`config.mk`:
```
export PLATFORM = sky130hd
export DESIGN_NAME = vga_fb_write_arbiter
export DESIGN_NICKNAME = d
export VERILOG_FILES = /design/src/rtl/vga_fb_write_arbiter.sv
export SDC_FILE = /design/constraint.sdc
export NUM_CORES = 1
export LEC_CHECK = 0
export CAP_MARGIN = 25
export CORE_MARGIN = 1
export CORE_UTILIZATION = 26
export DETAILED_ROUTE_END_ITERATION = 8
export GPL_ROUTABILITY_DRIVEN = 0
export GPL_TIMING_DRIVEN = 0
export HOLD_SLACK_MARGIN = 0.03
export PLACE_DENSITY = 0.83
export SETUP_SLACK_MARGIN = 0.02
export SKIP_CTS_REPAIR_TIMING = 1
export SLEW_MARGIN = 20
export SYNTH_ARGS = -nofsm -noshare
export SYNTH_HDL_FRONTEND = slang
export SYNTH_SLANG_ARGS = --single-unit
export TNS_END_PERCENT = 100
```
`constraint.sdc`:
```
create_clock -name clk -period 2.28 [get_ports clk]
set_input_delay 0.342 -clock clk [delete_from_list [all_inputs] [get_ports clk]]
set_output_delay 0.342 -clock clk [all_outputs]
set_load 0.01 [all_outputs]
```
`src/rtl/vga_fb_write_arbiter.sv`:
```
// vga_fb_write_arbiter: round-robin A/B frame-buffer write bursts confined to blanking, display owns RAM otherwise
module vga_fb_write_arbiter #(
  parameter int H_ACTIVE  = 1024,
  parameter int H_TOTAL   = 1344,
  parameter int V_ACTIVE  = 768,
  parameter int V_TOTAL   = 806,
  parameter int MAX_BURST = 16,
  parameter int ADDR_W    = 20,
  parameter int DATA_W    = 12
) (
  input  logic              clk,
  input  logic              rst_n,
  input  logic [10:0]       hcount,
  input  logic [10:0]       vcount,
  input  logic [ADDR_W-1:0] disp_addr,
  input  logic              a_req,
  input  logic [ADDR_W-1:0] a_addr,
  input  logic [DATA_W-1:0] a_wdata,
  output logic              a_gnt,
  input  logic              b_req,
  input  logic [ADDR_W-1:0] b_addr,
  input  logic [DATA_W-1:0] b_wdata,
  output logic              b_gnt,
  output logic [ADDR_W-1:0] mem_addr,
  output logic              mem_we,
  output logic [DATA_W-1:0] mem_wdata,
  output logic              disp_own
);
  localparam int BW = $clog2(MAX_BURST + 1);
  localparam logic [10:0] V_LO = 11'(V_ACTIVE);
  localparam logic [10:0] V_HI = 11'(V_TOTAL - 2);
  localparam logic [10:0] H_LO = 11'(H_ACTIVE);
  localparam logic [10:0] H_HI = 11'(H_TOTAL - 1 - MAX_BURST);
  localparam logic [BW-1:0] LAST = BW'(MAX_BURST - 1);
  typedef enum logic [1:0] {IDLE, BURST_A, BURST_B, GAP} state_t;
  state_t state;
  logic [BW-1:0] beat_cnt;
  logic last_b;
  logic win_open;
  assign win_open = (vcount >= V_LO && vcount <= V_HI) || (hcount >= H_LO && hcount <= H_HI);
  always_ff @(posedge clk) begin
    if (!rst_n) begin
      state    <= IDLE;
      beat_cnt <= '0;
      last_b   <= 1'b1;
    end else begin
      case (state)
        IDLE: if (win_open && (a_req || b_req)) begin
          state    <= (a_req && (!b_req || last_b)) ? BURST_A : BURST_B;
          beat_cnt <= '0;
        end
        BURST_A: begin
          beat_cnt <= beat_cnt + 1'b1;
          if (!a_req || beat_cnt == LAST) begin
            state  <= GAP;
            last_b <= 1'b0;
          end
        end
        BURST_B: begin
          beat_cnt <= beat_cnt + 1'b1;
          if (!b_req || beat_cnt == LAST) begin
            state  <= GAP;
            last_b <= 1'b1;
          end
        end
        default: state <= IDLE;
      endcase
    end
  end
  assign a_gnt     = state == BURST_A;
  assign b_gnt     = state == BURST_B;
  assign disp_own  = !a_gnt && !b_gnt;
  assign mem_we    = (a_gnt && a_req) || (b_gnt && b_req);
  assign mem_addr  = a_gnt ? a_addr : b_gnt ? b_addr : disp_addr;
  assign mem_wdata = a_gnt ? a_wdata : b_gnt ? b_wdata : '0;
endmodule

```
==> results.sh, run 1 <==
export IMPL_status="finished clean"
export IMPL_final_cells=346
export IMPL_reg2reg_from="state[0]"
export IMPL_met2WireLength_um=2563
export IMPL_synth_area_top_cells="mux2i_1 (18%), dfxtp_1 (14%), o21ai_0 (11%), nand2_1 (9.4%), a22o_1 (8.6%)"
export IMPL_hold_end="beat_cnt[4]"
export IMPL_grt_use_total_pct=18.51
export IMPL_port_buffers=141
export IMPL_cts_reportedPaths_clkPinSlew_ps=40
export IMPL_synth_edf_count=0
export IMPL_holdWs_ps=481.4
export IMPL_hpwl_um=4097
export IMPL_worstHoldStart="beat_cnt[4]"
export IMPL_highest_layer="met4"
export IMPL_drive_gt1_share_pct=8.108
export IMPL_register_area_um2=162.7
export IMPL_fillers=338
export IMPL_slew_headroom_pct=61.85
export IMPL_core_region_area_um2=4086
export IMPL_drt_iter0_markers=31
export IMPL_final_area_um2=2773
export IMPL_crit_arrival_ps=1810
export IMPL_tns_ps=0
export IMPL_ys_ff_latch=8
export IMPL_crit_path_start_kind="flip-flop"
export IMPL_clockRootBuffer="clkbuf_8"
export IMPL_numCtsBuffers=3
export IMPL_syn_num_nets=267
export IMPL_grt_max_degree=11
export IMPL_syn_cell_area_um2=1122
export IMPL_crit_reg2reg_capture="beat_cnt[3]"
export IMPL_hold_violations=0
export IMPL_ys_top_cells_by_count="nand2_1 (28), o21ai_0 (24), mux2i_1 (20), a22o_1 (11), inv_1 (10)"
export IMPL_ir_drop_uv=298.1
export IMPL_rr_worst_depth=5
export IMPL_min_path_type="flip-flop to flip-flop"
export IMPL_ant_nets=0
export IMPL_placed_area_um2=2596
export IMPL_tightest_slew_ps=571.3
export IMPL_clock_insertion_delay_worst_skew_ps=230
export IMPL_syn_inst=151
export IMPL_wirelength_um=5043
export IMPL_yosysWarningCount=0
export IMPL_synth_top_cell_by_area="mux2i_1"
export IMPL_final_nets=414
export IMPL_fin_crit_sh_pct=94.33
export IMPL_crit_path_max_fanout=6
export IMPL_overflow=0
export IMPL_synth_most_common_cell="nand2_1"
export IMPL_maxCapViolations=0
export IMPL_multi_input_area_um2=893.4
export IMPL_firstDrtPassIters=4
export IMPL_die_area_um2=4583
export IMPL_period_needed_ps=2151
export IMPL_power_leakage_nw=1.378
export IMPL_finalSetupViolCount=0
export IMPL_synth_top_cell_area_share_pct=17.84
export IMPL_ios=146
export IMPL_slew_violations=0
export IMPL_syn2layout_area_growth_pct=147.0
export IMPL_ys_flop_type="dfxtp_1"
export IMPL_htreeDepth=1
export IMPL_diodes=0
export IMPL_clock_fmax_mhz=465.0
export IMPL_reg2reg_slack_ps=550
export IMPL_drt_met1_wl_um=1882
export IMPL_clock_skew_final_ps=2.470
export IMPL_min_path_cells=2
export IMPL_cp_end_kind="primary output"
export IMPL_wire_per_inst_um=14.58
export IMPL_rsz0062_at_grt="yes"
export IMPL_grt_pass1_wl_um=6486
export IMPL_clock_path_buffers=2
export IMPL_route_met3_wl_um=483
export IMPL_num_rows=23
export IMPL_synth_cell_type_count=33
export IMPL_antenna_found_initial=0
export IMPL_via_per_inst=4.850
export IMPL_dp_cells=342
export IMPL_drc=0
export IMPL_fp_dieW_um=67.70
export IMPL_crit_type="flip-flop to primary output"
export IMPL_grt_pass1_vias=1460
export IMPL_cts_tree="built"
export IMPL_cts_sinks=8
export IMPL_required_ps=1940
export IMPL_start_util_pct=27.46
export IMPL_finalPower_w=0.001796
export IMPL_ys_seq_area_share_pct=14.27
export IMPL_vias=1678
export IMPL_async_flop_share_pct=0
export IMPL_die_h_um=67.70
export IMPL_powerDensity_nw_per_um2=647.8
export IMPL_syn_area_per_cell_um2=7.433
[state kept, by name (all words and copies together) (netlist names)]
name and cells:
beat_cnt 5, last_b 1, state 2
[worst max path at each step]
stage | start | endpoint | slack [ps] | cells after the start
floorplan | state[0] | mem_wdata[0] | 450 | 6
global placement | state[0] | mem_wdata[1] | -210 | 7
detailed placement | state[0] | mem_wdata[1] | -240 | 7
CTS | state[0] | mem_wdata[8] | -500 | 7
global route | state[0] | mem_we | 20 | 6
finish | state[0] | mem_we | 130 | 6
[through the flow]
step,setup slack (ps),util [%]
floorplan,445.0,-
global placement,-205.1,63.53
detailed placement,-244.3,63.53
CTS,-498.4,64.54
global route,24.73,67.85
finish,129.3,67.85
[kinds of logic (layout without fill, tap and decap cells)]
kind of cell,Yosys count,after routing,synth area share [%]
and+or+nand+nor,43,43,18.95
buffers and inverters,21,166,7.247
adders and majority gates,6,6,6.689
muxes,20,20,17.84
AOI/OAI and AO/OA,53,53,35.01
DFF,8,8,14.27
[metal layers]
layer	track usage, %	vias to the layer above
met3	3.885	13
met4	8.245	0
li1	-	847
met5	0	-
met2	33.42	96
met1	20.46	722
[worst max-delay path: stages, from the launching register on]
cell	delay [ps]
dfxtp_2	360
inv_1	70
ha_1	210
buf_4	170
a22oi_2	210
inv_1	80
clkdlybuf4s50_1	480
[area by class of cell]
cell class	instances	area share [%]
multi-input combinational	122	32.22
sequential	8	5.866
tap	50	2.256
inverter	10	1.354
buffer	11	2.753
clock buffer	3	1.489
timing repair buffer	142	54.06
[placed cells by master, fill, tap and decap left out, drive strengths merged, types with 3 or more instances in the layout]
cell type        n
mux2i           20
nand2           28
dlymetal6s2s    32
clkbuf           9
buf              6
a22o            11
clkdlybuf4s50  109
nand2b           3
o21ai           24
dfxtp            8
inv             10
ha               6
[power breakdown]
part / leakage (nW) / internal [W] / switching [W]
Combinational: 1.29 / 0.000790 / 0.000649
Sequential: 0.0657 / 0.000164 / 0.0000191
Clock: 0.0216 / 0.000115 / 0.0000595
No activity file was read; power rests on OpenSTA's default activity.
==> inputs of run 2 (changes only) <==
--- a/config.mk
+++ b/config.mk
@@ -12,7 +12,7 @@
 export GPL_ROUTABILITY_DRIVEN = 0
 export GPL_TIMING_DRIVEN = 0
 export HOLD_SLACK_MARGIN = 0.03
-export PLACE_DENSITY = 0.83
+export PLACE_DENSITY = 0.82
 export SETUP_SLACK_MARGIN = 0.02
 export SKIP_CTS_REPAIR_TIMING = 1
 export SLEW_MARGIN = 20
==> run 2 against run 1 <==
Sequential share of layout area fell by 0.074 points. Die area is the same. Largest cell class unchanged. Combinational power is essentially flat.
==> results.sh, run 2 (synthesis gave the netlist of run 1 again) <==
export IMPL_grt_pass1_vias=1497
export IMPL_htreeDepth=1
export IMPL_grt_use_total_pct=19.17
export IMPL_fp_dieW_um=67.70
export IMPL_slew_violations=0
export IMPL_die_h_um=67.70
export IMPL_diodes=0
export IMPL_wirelength_um=4983
export IMPL_final_nets=413
export IMPL_hold_violations=0
export IMPL_layout_commonest_cell="clkdlybuf4s50_1"
export IMPL_tns_ps=0
export IMPL_maxCapViolations=0
export IMPL_reg2reg_slack_ps=440
export IMPL_wire_per_inst_um=14.44
export IMPL_drc=0
export IMPL_fin_crit_sh_pct=94.79
export IMPL_hpwl_um=4086
export IMPL_hold_end="beat_cnt[4]"
export IMPL_reg2reg_from="state[0]"
export IMPL_worstHoldStart="beat_cnt[4]"
export IMPL_clock_insertion_delay_worst_skew_ps=230
export IMPL_reg_top3="beat_cnt: 5 flops, state: 2 flops, last_b: 1 flops"
export IMPL_rsz0062_at_grt="no"
export IMPL_syn2layout_area_growth_pct=148.3
export IMPL_largest_register_ffs=5
export IMPL_ant_nets=0
export IMPL_num_rows=23
export IMPL_cp_end_kind="primary output"
export IMPL_clock_fmax_mhz=462.7
export IMPL_fillers=340
export IMPL_numCtsBuffers=3
export IMPL_clockRootBuffer="clkbuf_8"
export IMPL_crit_arrival_ps=1820
export IMPL_firstDrtPassIters=4
export IMPL_cts_sinks=8
export IMPL_crit_type="flip-flop to primary output"
export IMPL_drt_iter0_markers=46
export IMPL_start_util_pct=27.46
export IMPL_ios=146
export IMPL_crit_reg2reg_capture="beat_cnt[3]"
export IMPL_crit_path_start_kind="flip-flop"
export IMPL_crit_path_max_fanout=6
export IMPL_rr_worst_depth=5
export IMPL_largest_register="beat_cnt"
export IMPL_finalPower_w=0.001808
export IMPL_place_ws_ps=-214.8
export IMPL_clock_skew_final_ps=2.127
export IMPL_finalSetupViolCount=0
export IMPL_required_ps=1940
export IMPL_drive_gt1_share_pct=8.136
export IMPL_period_needed_ps=2161
export IMPL_status="finished clean"
export IMPL_fin_ws_ps=118.8
export IMPL_min_path_type="flip-flop to flip-flop"
export IMPL_power_leakage_nw=1.375
export IMPL_min_path_cells=2
export IMPL_layout_common_cells="clkdlybuf4s50_1 (109), dlymetal6s2s_1 (32), nand2_1 (28)"
export IMPL_vias=1643
export IMPL_overflow=0
export IMPL_ir_drop_uv=310.3
export IMPL_clock_path_buffers=2
export IMPL_crit_path_start="state[0]"
export IMPL_register_area_um2=161.4
export IMPL_slew_headroom_pct=63.06
export IMPL_die_area_um2=4583
export IMPL_cts_tree="built"
export IMPL_grt_max_degree=11
export IMPL_antenna_found_initial=0
export IMPL_cts_reportedPaths_clkPinSlew_ps=40
export IMPL_powerDensity_nw_per_um2=648.7
export IMPL_tightest_slew_ps=553.1
export IMPL_core_region_area_um2=4086
export IMPL_via_per_inst=4.762
export IMPL_grt_pass1_wl_um=6755
export IMPL_port_buffers=141
export IMPL_multi_input_area_um2=908.4
run 2: cell types whose count changed in the layout (fill, tap and decap cells not counted):
cell and change:
dfxtp_2 -1, ha_4 +1, buf_4 -2, o21ai_0 -1, o21ai_1 +1, clkbuf_4 -1
ha_2 +1, dfxtp_1 +1, ha_1 -2, buf_6 +2
run 2: power by group:
part | total (W) | internal, W | switching (W)
Sequential | 0.000184 | 0.000162 | 0.0000212
Clock | 0.000168 | 0.000114 | 0.0000542
Combinational | 0.00146 | 0.000805 | 0.000651
Total | 0.00181 | 0.00108 | 0.000726
run 2: worst max path at each step:
stage,to,cells past startpoint
2_1_floorplan,mem_wdata[0],6
3_3_place_gp,mem_wdata[0],7
3_5_place_dp,mem_wdata[0],7
4_1_cts,mem_wdata[0],7
5_1_grt,mem_we,6
6_report,disp_own,4
run 2: final cells by class:
type | count | area share, %
plain buffers | 10 | 2.739
clock buffers | 3 | 1.482
inverters | 10 | 1.347
multi-input cells | 122 | 32.60
flip-flops and latches | 8 | 5.793
well taps | 50 | 2.245
repair buffers | 142 | 53.79
run 2: through the flow:
step	hold slack [ps]	util, %	std cells	instance area, µm²
finish	481.9	68.19	345	2786
CTS	487.4	64.54	345	2638
detailed placement	481.8	63.53	342	2596
global placement	472.1	63.53	342	2596
floorplan	463.2	-	151	1122
global route	501.9	68.19	345	2786
run 2: worst max-delay path: stages (launching register included):
cell and delay (ps):
dfxtp_1 400, inv_1 120, ha_2 360, inv_1 160, clkdlybuf4s50_1 560
run 2: routing by layer:
metal,share of wire [%],global-route usage [%]
met5,0,0
met4,0.34,5.319
met3,9.7,4.392
met2,52,35.89
met1,38,21.13
==> inputs of run 3 (changes only) <==
--- a/config.mk
+++ b/config.mk
@@ -19,4 +19,3 @@
 export SYNTH_ARGS = -nofsm -noshare
 export SYNTH_HDL_FRONTEND = slang
 export SYNTH_SLANG_ARGS = --single-unit
-export TNS_END_PERCENT = 100
==> constraint.sdc (replaced) <==
create_clock -name clk -period 2 [get_ports clk]
set_input_delay 0.3 -clock clk [delete_from_list [all_inputs] [get_ports clk]]
set_output_delay 0.3 -clock clk [all_outputs]
set_load 0.01 [all_outputs]
==> run 3 against run 2 <==
Critical path depth stayed put. Clock skew up 0.63 ps. Setup slack lost 88 ps. Hold slack is essentially flat. Power increased by 14%. Sequential power increased by 13%. Die area unchanged. Clock-buffer cell count unchanged. First-iteration DRC count increased by 22%. Routed wire length down 1.0%. Utilization is 1.7 points lower. Register-to-register slack worse by 140 ps. Highest routed layer unchanged.
==> results.sh, run 3 (synthesis gave the netlist of run 1 again) <==
export IMPL_cts_reportedPaths_clkPinSlew_ps=40
export IMPL_syn2layout_area_growth_pct=142.1
export IMPL_crit_path_max_fanout=6
export IMPL_p_switching_w=0.0008529
export IMPL_place_ws_ps=-452.8
export IMPL_tightest_slew_ps=438.2
export IMPL_drt_iter0_markers=56
export IMPL_port_buffers=141
export IMPL_powerDensity_nw_per_um2=755.4
export IMPL_layout_commonest_cell="clkdlybuf4s50_1"
export IMPL_clock_insertion_delay_worst_skew_ps=230
export IMPL_crit_path_start_kind="flip-flop"
export IMPL_drive_gt1_share_pct=13.85
export IMPL_slew_violations=0
export IMPL_diodes=0
export IMPL_intPower_w=0.001200
export IMPL_rsz0062_at_grt="yes"
export IMPL_core_region_area_um2=4086
export IMPL_grt_max_degree=11
export IMPL_vias=1673
export IMPL_antenna_found_initial=0
export IMPL_fin_ws_ps=30.73
export IMPL_numCtsBuffers=3
export IMPL_grt_pass1_vias=1497
export IMPL_num_rows=23
export IMPL_largest_register="beat_cnt"
export IMPL_hold_violations=0
export IMPL_maxCapViolations=0
export IMPL_htreeDepth=1
export IMPL_fp_dieW_um=67.70
export IMPL_largest_register_ffs=5
export IMPL_reg_top3="beat_cnt: 5 flops, state: 2 flops, last_b: 1 flops"
export IMPL_slew_headroom_pct=70.69
export IMPL_swShare_pct=41.55
export IMPL_postLayoutCoreUtil_pct=66.50
export IMPL_finalPower_w=0.002053
export IMPL_hpwl_um=4086
export IMPL_power_leakage_nw=1.241
export IMPL_ir_drop_uv=311.6
export IMPL_clock_path_buffers=2
export IMPL_clock_fmax_mhz=507.8
export IMPL_firstDrtPassIters=4
export IMPL_die_h_um=67.70
export IMPL_period_needed_ps=1969
export IMPL_crit_arrival_ps=1670
export IMPL_cts_sinks=8
export IMPL_layout_common_cells="clkdlybuf4s50_1 (108), nand2_1 (28), mux2i_1 (20)"
export IMPL_via_per_inst=4.835
export IMPL_die_area_um2=4583
export IMPL_status="finished clean"
export IMPL_crit_type="flip-flop to primary output"
export IMPL_grt_pass1_wl_um=6755
export IMPL_start_util_pct=27.46
export IMPL_min_path_type="flip-flop to flip-flop"
export IMPL_required_ps=1700
export IMPL_ant_nets=0
export IMPL_pwr_share_comb_pct=80.4
export IMPL_wirelength_um=4932
export IMPL_ios=146
export IMPL_clock_skew_final_ps=2.761
export IMPL_cts_tree="built"
export IMPL_p_clk_share_pct=9.4
export IMPL_fin_crit_sh_pct=98.46
export IMPL_final_nets=414
export IMPL_wire_per_inst_um=14.25
export IMPL_clockRootBuffer="clkbuf_8"
export IMPL_p_seq_share_pct=10.1
export IMPL_overflow=0
export IMPL_finalSetupViolCount=0
export IMPL_cp_end_kind="primary output"
export IMPL_grt_use_total_pct=19.17
export IMPL_drc=0
-- run 3: changes by cell type in the layout (fill, tap and decap cells not counted), moves of 2 or more --
cell | before | now
buf_12 | 0 | 2
buf_6 | 3 | 1
clkbuf_2 | 1 | 14
dlymetal6s2s_1 | 32 | 19
o21ai_0 | 23 | 19
o21ai_1 | 1 | 5
-- run 3: power groups by stage --
stage	combinational [W]	sequential, W	clock (W)
final	0.00165	0.000208	0.000194
after global routing	0.00180	0.000210	0.000205
after CTS	0.00164	0.000204	0.000198
after detailed placement	0.00163	0.000207	0
after global placement	0.00162	0.000205	0
after floorplan	0.000773	0.000201	0
-- run 3: through the flow --
step	hold WS [ps]	std cells	TNS, ps	area, µm²
floorplan	462.9	151	0	1122
global placement	472.1	342	-12500	2596
detailed placement	481.8	342	-13090	2596
CTS	487.4	345	-20860	2638
global route	501.8	346	-23.89	2718
finish	481.6	346	0	2718
-- run 3: routing by layer --
metal  wire [µm]  global-route usage (%)  vias up
met3         483                   4.392        2
met5           0                       0        -
li1            -                       -      849
met1        1858                   21.13      739
met2        2573                   35.89       83
met4          17                   5.319        0
-- run 3: worst paths after layout --
check,startpoint,endpoint,slack [ps],cells past startpoint
setup / recovery,state[0],disp_own,30,4
hold / removal,beat_cnt[4],beat_cnt[4],480,2
setup reg to reg,state[1],state[1],300,6
hold reg to reg,beat_cnt[4],beat_cnt[4],480,2
-- run 3: final cells by class --
type                       instances  area [µm²]
sequential                         8       162.7
tap                               50       62.56
buffer                            11       103.9
clock buffer                       3       41.29
fill                             353        1369
multi-input combinational        122       913.4
timing repair buffer             142        1396
inverter                          10       37.54
-- run 3: critical path, stage by stage (launching register included) --
cell,delay [ps]
dfxtp_2,360
inv_1,80
ha_2,350
inv_2,120
clkdlybuf4s50_1,540
